<file path="src/rtl/serial_nibble_adder_ctrl.sv">
// Serial WIDTH-bit add/subtract built from one 4-bit carry-lookahead slice,
// processing one nibble per clock, least-significant nibble first.

module Carry_Lookahead_4 (
    input  logic [3:0] x,
    input  logic [3:0] y,
    input  logic       carry_0,
    output logic [3:0] s,
    output logic       carry_4
);
    logic [3:0] g;
    logic [3:0] p;
    logic [3:0] c;

    assign g = x & y;
    assign p = x ^ y;

    assign c[0]    = carry_0;
    assign c[1]    = g[0] | (p[0] & carry_0);
    assign c[2]    = g[1] | (p[1] & g[0]) | (p[1] & p[0] & carry_0);
    assign c[3]    = g[2] | (p[2] & g[1]) | (p[2] & p[1] & g[0])
                   | (p[2] & p[1] & p[0] & carry_0);
    assign carry_4 = g[3] | (p[3] & g[2]) | (p[3] & p[2] & g[1])
                   | (p[3] & p[2] & p[1] & g[0])
                   | (p[3] & p[2] & p[1] & p[0] & carry_0);
    assign s       = p ^ c;
endmodule

module serial_nibble_adder_ctrl #(
    parameter int WIDTH = 32
) (
    input  logic             clk,
    input  logic             clr,
    input  logic             start,
    input  logic             sub,
    input  logic [WIDTH-1:0] a,
    input  logic [WIDTH-1:0] b,
    output logic             busy,
    output logic             done,
    output logic [WIDTH-1:0] result,
    output logic             carry_out,
    output logic             overflow,
    output logic             zero,
    output logic [1:0]       dbg_state_o
);
    localparam int N     = WIDTH / 4;
    localparam int CNT_W = $clog2(N);
    localparam logic [CNT_W-1:0] CNT_LAST = CNT_W'(N - 1);

    typedef enum logic [1:0] {
        S_IDLE = 2'd0,
        S_RUN  = 2'd1,
        S_DONE = 2'd2
    } state_e;

    state_e           state_q;
    logic [WIDTH-1:0] op_a_q;
    logic [WIDTH-1:0] op_b_q;
    logic             c_q;
    logic [CNT_W-1:0] cnt_q;
    logic [WIDTH-1:0] sr_q;
    logic             a_msb_q;
    logic             b_msb_q;
    logic             busy_q;
    logic             done_q;
    logic [WIDTH-1:0] result_q;
    logic             carry_q;
    logic             ovf_q;
    logic             zero_q;

    logic [3:0]       nib_sum;
    logic             nib_carry;
    logic [WIDTH-1:0] sr_d;
    logic             ovf_d;

    Carry_Lookahead_4 u_cla (
        .x       (op_a_q[3:0]),
        .y       (op_b_q[3:0]),
        .carry_0 (c_q),
        .s       (nib_sum),
        .carry_4 (nib_carry)
    );

    // New nibble enters at the top so the first (LSB) nibble ends at bit 0.
    assign sr_d  = {nib_sum, {(WIDTH-4){1'b0}}} | (sr_q >> 4);
    assign ovf_d = (a_msb_q ~^ b_msb_q) & (a_msb_q ^ nib_sum[3]);

    // Handshake: start is a request with no ready; it is taken on any rising
    // edge where busy is low (IDLE or DONE) and ignored while busy is high.
    always_ff @(posedge clk) begin
        if (clr) begin
            state_q  <= S_IDLE;
            op_a_q   <= '0;
            op_b_q   <= '0;
            c_q      <= 1'b0;
            cnt_q    <= '0;
            sr_q     <= '0;
            a_msb_q  <= 1'b0;
            b_msb_q  <= 1'b0;
            busy_q   <= 1'b0;
            done_q   <= 1'b0;
            result_q <= '0;
            carry_q  <= 1'b0;
            ovf_q    <= 1'b0;
            zero_q   <= 1'b0;
        end else begin
            case (state_q)
                S_IDLE, S_DONE: begin
                    done_q <= 1'b0;
                    if (start) begin
                        op_a_q  <= a;
                        op_b_q  <= sub ? ~b : b;
                        c_q     <= sub;
                        cnt_q   <= '0;
                        sr_q    <= '0;
                        a_msb_q <= a[WIDTH-1];
                        b_msb_q <= b[WIDTH-1] ^ sub;
                        busy_q  <= 1'b1;
                        state_q <= S_RUN;
                    end else begin
                        state_q <= S_IDLE;
                    end
                end
                S_RUN: begin
                    sr_q   <= sr_d;
                    op_a_q <= op_a_q >> 4;
                    op_b_q <= op_b_q >> 4;
                    c_q    <= nib_carry;
                    cnt_q  <= cnt_q + CNT_W'(1);
                    // Visible result and flags are only published here.
                    if (cnt_q == CNT_LAST) begin
                        result_q <= sr_d;
                        carry_q  <= nib_carry;
                        ovf_q    <= ovf_d;
                        zero_q   <= ~|sr_d;
                        busy_q   <= 1'b0;
                        done_q   <= 1'b1;
                        state_q  <= S_DONE;
                    end
                end
                default: begin
                    busy_q  <= 1'b0;
                    done_q  <= 1'b0;
                    state_q <= S_IDLE;
                end
            endcase
        end
    end

    assign busy        = busy_q;
    assign done        = done_q;
    assign result      = result_q;
    assign carry_out   = carry_q;
    assign overflow    = ovf_q;
    assign zero        = zero_q;
    assign dbg_state_o = state_q;
endmodule

</file>
<file path="config.mk">
export PLATFORM = sky130hd
export DESIGN_NAME = serial_nibble_adder_ctrl
export DESIGN_NICKNAME = d
export VERILOG_FILES = /design/src/rtl/serial_nibble_adder_ctrl.sv
export SDC_FILE = /design/constraint.sdc
export NUM_CORES = 1
export LEC_CHECK = 0
export BUFFER_PORTS_ARGS = -buffer_cell sky130_fd_sc_hd__clkbuf_2
export CAP_MARGIN = 15
export CORE_ASPECT_RATIO = 0.5
export CORE_MARGIN = 2
export CORE_UTILIZATION = 54
export CTS_CLUSTER_SIZE = 28
export DETAILED_ROUTE_END_ITERATION = 16
export MAX_ROUTING_LAYER = met4
export PLACE_DENSITY = 0.83
export RECOVER_POWER = 100
export SLEW_MARGIN = 20
export SYNTH_ARGS = -nofsm -noshare
export SYNTH_HDL_FRONTEND = slang
export SYNTH_HIERARCHICAL = 1
export SYNTH_SLANG_ARGS = --single-unit
export TNS_END_PERCENT = 30
</file>
<file path="constraint.sdc">
create_clock -name clk -period 3.2 [get_ports clk]
set_clock_uncertainty 0.15 [all_clocks]
set_input_delay 0 -clock clk [delete_from_list [all_inputs] [get_ports clk]]
set_output_delay 0 -clock clk [all_outputs]
set_load 0.005 [all_outputs]
</file>
### After elaboration in Yosys (flattened, before gate mapping)

Index checks and enable logic that the tools add are counted.

* $add $sub $neg: 1
* equality and inequality tests: 5
* muxes and demuxes: 17
* bitwise operators: 36
* reductions and logical operators: 10

Operator list (number)
* case mux 32 bit (2 select lines): 3
* two-way mux 32 bit: 4
* NOT 32 bit: 1
* OR 32 x 28 -> 32 bit: 1
* OR reduction 32 bit: 1
* bitwise AND 1 bit: 17
* OR 1 bit: 10
* AND reduction 2 bit: 4
* XOR 4 bit: 2
* case mux 3 bit (2 select lines): 1
* bitwise AND 4 bit: 1
* two-way mux 1 bit: 4
* != test 2 bit, second input constant: 2
* case mux 1 bit (2 select lines): 2
* case mux 2 bit (2 select lines): 1
* OR reduction 2 bit: 2
* adder 3 x 1 -> 3 bit, second input constant: 1
* == test 3 bit, second input constant: 1
* two-way mux 3 bit: 1
* == test 2 x 1 -> 1 bit, second input constant: 1
* == test 2 bit, second input constant: 1
* logical NOT 2 bit: 1
* two-way mux 2 bit: 1
* nonzero test 2 bit: 1
* other kinds (4): 5

* bits in registers: 141
* logic and storage cells: 83

### Depth between registers and ports, before layout

* depth in word-level cells: 9
* mapped depth: 8
* gate-level depth less buffers: 8

### Modules after synthesis

The synthesis kept the hierarchy.

By module, submodules not included
* serial_nibble_adder_ctrl: instances 1, cells each 581, area an instance 5195.0 um2, seq. area each 2742.6 um2
* Carry_Lookahead_4: instances 1, cells each 17, area an instance 147.6 um2, seq. area each 0.0 um2

### Worst setup path before layout

Ideal clock, no wire load.

* kind: register to register
* from: register op_b_q[0]
* to: register zero_q (netlist: zero)
* library setup time: 0.084 ns
* arrival time: 2.148 ns
* required time: 2.966 ns
* setup slack: 0.818 ns
* cell stages (with the launch flop): 9
* buffers on the path: 0
* clock period less this slack: 2.382 ns
* path through: dfxtp_1 -> ha_1 -> a21o_1 -> a31o_1 -> xor2_1 -> nor4_1 -> nand4_1 -> or4_1 -> o31ai_2

* cells in the longest elaborated chain, start to end: 8
* elaborated cells on any way between the ends: 18
* classes of those cells: 16 x bitwise; 2 x reduce/logical

RTL lines
* from (decl): line 58 `logic [WIDTH-1:0] op_b_q;`
* from (signal assigned): line 112 `op_b_q <= sub ? ~b : b;`
* from (signal assigned): line 127 `op_b_q <= op_b_q >> 4;`
* bitwise AND 4 bit or XOR 4 bit (tied branches): line 15, 16
* bitwise AND 1 bit (on tied branches): line 21, 22
* OR 1 bit or bitwise AND 1 bit (tied branches): line 21, 22
* OR 1 bit (*): line 22 `| (p[2] & p[1] & p[0] & carry_0);`
* XOR 4 bit (*): line 26 `assign s = p ^ c;`
* named net nib_sum[3]: line 71 `logic [3:0] nib_sum;`
* OR 32 x 28 -> 32 bit (*): line 85 `assign sr_d = {nib_sum, {(WIDTH-4){1'b0}}} | (sr_q >> 4);`
* OR reduction 32 bit (*): line 135 `zero_q <= ~|sr_d;`
* logical NOT 1 bit (*): line 135
* to (signal assigned): line 135
* to (decl): line 69 `logic zero_q;`

The timed path passes the listed nets; every way through them passes the cells marked *.
A chain may end at the register's enable or synchronous reset.

### Final worst setup path

* from: register state_q[0] (netlist: dbg_state_o[0])
* to: register sr_q[12]

* cells in the longest elaborated chain, start to end: 4
* elaborated cells on any way between the ends: 8
* classes of those cells: 3 x eq/ne; 1 x mux; 4 x reduce/logical

RTL lines
* from (decl): line 56 `state_e state_q;`
* from (signal assigned): line 92 `state_q <= S_IDLE;`
* from (signal assigned): line 119 `state_q <= S_RUN;`
* from (signal assigned): line 121 `state_q <= S_IDLE;`
* == test 2 bit or logical NOT 2 bit (tied branches): line 107 `case (state_q)`
* OR reduction 2 bit: line 107
* != test 2 bit (no line) or nonzero test 2 bit (tied branches)
* AND reduction 2 bit (no line)
* to (signal assigned): line 125 `sr_q <= sr_d;`
* to (decl): line 61 `logic [WIDTH-1:0] sr_q;`

Parallel ways exist; a longest one is shown, timed or not.

==> metrics.txt <==
antenna viol nets, final 0; post-synth cell types 31; most frequent cells in the layout 137 x dfxtp_1, 130 x nand2_1, 97 x a21oi_1; CTS H-Tree Depth 4; CP Launch Type flop; PwrDens 618 mW/mm²; mean routed wirelength per cell between 15 and 20 µm; Worst-path clk slew around 0.060 ns; leakage 2.85 nW; final net count just over 800; maximum vdd drop ~0.39 mV; Worst Tran Pin Value 1.18 ns; crit path kind reg2reg; # setup viols final 0; # fillers 660; clock buffer count from CTS 17; synth top area cells dfxtp_1 51%, nand2_1 9.1%, a21oi_1 9.1%; clock tree buffer depth 2; crit path from dbg_state_o[0]; commonest non-fill, non-tap cell in the layout dfxtp_1; Sinks on Clock Net 137; overall die area 0.0108 mm²; CP max FO 30; Yosys top cell by area dfxtp_1; sequential element share of the synthesized area 0.513; Port Buffers 106; vias in the first global route 4822; Max-slew headroom 0.216; top-level port count 107; CTS Root Cell clkbuf_16; drt first pass iters 6; synthesis warning total 6; row cnt 25; status completed; RSZ-0062 raised after global routing false; clock latency on the worst-skew pair 0.43 ns; Netlist Area Pre-Place approximately 0.0053 mm²; MaxCap Viol Count 0; setup_tns 0 ns; max-slew violations 0; Die Ht between 70 and 80 µm; final hold violations 0; CTS tree done; worst reg2reg path startpoint dbg_state_o[0]; global-route wire length before repair 23200 µm; gp weighted congestion 0.766; FMAX between 300 and 400 MHz; Worst Hold Margin 0.114 ns; starting density of the core 0.560; vias per std cell 5.57; initial antenna violation count 0; WL final around 15000 µm; DIE WIDTH 145 µm; Post-Syn Nets 673; register area 0.00274 mm²; min-delay src clr; Syn Area/Cell 8.93 µm²; Post-DP HPWL 7450 µm; footprint of the multi-input gates between 0.002 and 0.0025 mm²; crit path DAT 2.93 ns; crit path capture type flop; Overflow after GRT 0; DRT iter0 DRCs 413; Syn-to-layout area delta 34.4%; minimum clock period 2.76 ns; maximum number of pins on one net before global-route repair about 110; top cell type's share of synthesized area 0.513; Post-CTS Setup Repair Bufs 0; core area 0.00954 mm²; critical path required time 3.37 ns; total global-route track usage 0.290; Tcrit/Tclk final 0.863; hold crit path type in2reg; post-synthesis cell count 598; flops & latches, synth 137; fraction of layout cells with a size suffix above 1 0.164; residual DRC count 0; via count 4981
==> sequential cells by signal (all words and copies together) (netlist names) <==
| register | count |
|---|---|
| dbg_state_o | 2 |
| op_b_q | 32 |
| c_q | 1 |
| sr_q | 28 |
| result | 32 |
| cnt_q | 3 |
| done | 1 |
| busy | 1 |
| carry_out | 1 |
| zero | 1 |
| op_a_q | 32 |
| overflow | 1 |
| b_msb_q | 1 |
| a_msb_q | 1 |
==> Yosys cell counts (all sizes together) <==
master and count:
a21o 3, a21oi 97, a22o 30, a22oi 63
a311oi 1, a31o 1, and2 2, buf 21
clkbuf 30, dfxtp 137, fa 1, ha 6
inv 4, nand2 130, nand2b 2, nand3 1
nand3b 2, nand4 1, nor2 15, nor2b 2
nor3 2, nor4 6, o21a 1, o21ai 1
o31ai 1, or3b 1, or4 2, xnor2 2
xor2 33
==> final timing paths <==
kind              depth (start not counted)    endpoint  slack [ns]
hold / removal                            2  op_a_q[30]        0.11
hold reg to reg                           2  result[21]        0.30
setup / recovery                          5    sr_q[12]        0.44
setup reg to reg                          5    sr_q[12]        0.44
==> repair_timing <==
item	4_1_cts	5_1_grt
gates resized for setup	0	0
hold buffers	65	0
setup endpoints to repair	0	0
hold endpoints to repair	66	0
==> cells by family (layout without fill, tap and decap cells) <==
family,count (synthesis),count (layout),synth area share
AO/OA/AOI/OAI,198,198,0.241
adder cells (fa/ha/maj),7,7,0.0178
XOR/XNOR,35,35,0.0574
other,0,2,0
AND/OR/NAND/NOR,166,166,0.127
flip-flops,137,137,0.513
buffers and inverters,55,215,0.0431
==> routing by layer <==
| metal | routed length [µm] | vias up | GRT usage | part of all wire |
|---|---|---|---|---|
| li1 | - | 2394 | - | - |
| met1 | 6170 | 2353 | 0.334 | 0.42 |
| met2 | 7260 | 186 | 0.496 | 0.50 |
| met3 | 769 | 48 | 0.0695 | 0.053 |
| met4 | 437 | 0 | 0.121 | 0.030 |
| met5 | 0 | - | - | 0 |
==> power breakdown <==
part	switching, W	internal, W	total [W]
clock	0.000778	0.00139	0.00217
combinational	0.000250	0.000196	0.000446
sequential	0.0000451	0.00178	0.00182
==> worst max-delay path, stage by stage (launching register included) <==
cell      delay, ns
dfxtp_1        0.37
nor2b_1        0.27
clkbuf_1       0.91
nor3_1         0.16
clkbuf_2       0.45
a22o_2         0.34
==> per-stage QoR <==
step	cells	util	power (W)	setup WS, ns	instance area [µm²]
floorplan	598	-	0.00210	0.818	5340
global placement	796	0.622	0.00221	0.733	5930
detailed placement	796	0.622	0.00222	0.644	5930
CTS	893	0.758	0.00442	0.594	7230
global route	893	0.752	0.00457	0.275	7180
finish	895	0.753	0.00444	0.438	7180
==> area by class of cell <==
| type | count | share of cell area |
|---|---|---|
| clock buffers | 18 | 0.0598 |
| multi-input cells | 406 | 0.332 |
| repair buffers | 179 | 0.169 |
| clock inverters | 14 | 0.0307 |
| diodes | 2 | 0.000697 |
| flip-flops and latches | 137 | 0.382 |
| inverters | 4 | 0.00209 |
| well taps | 135 | 0.0235 |
Power figures use the tool's default switching activity.
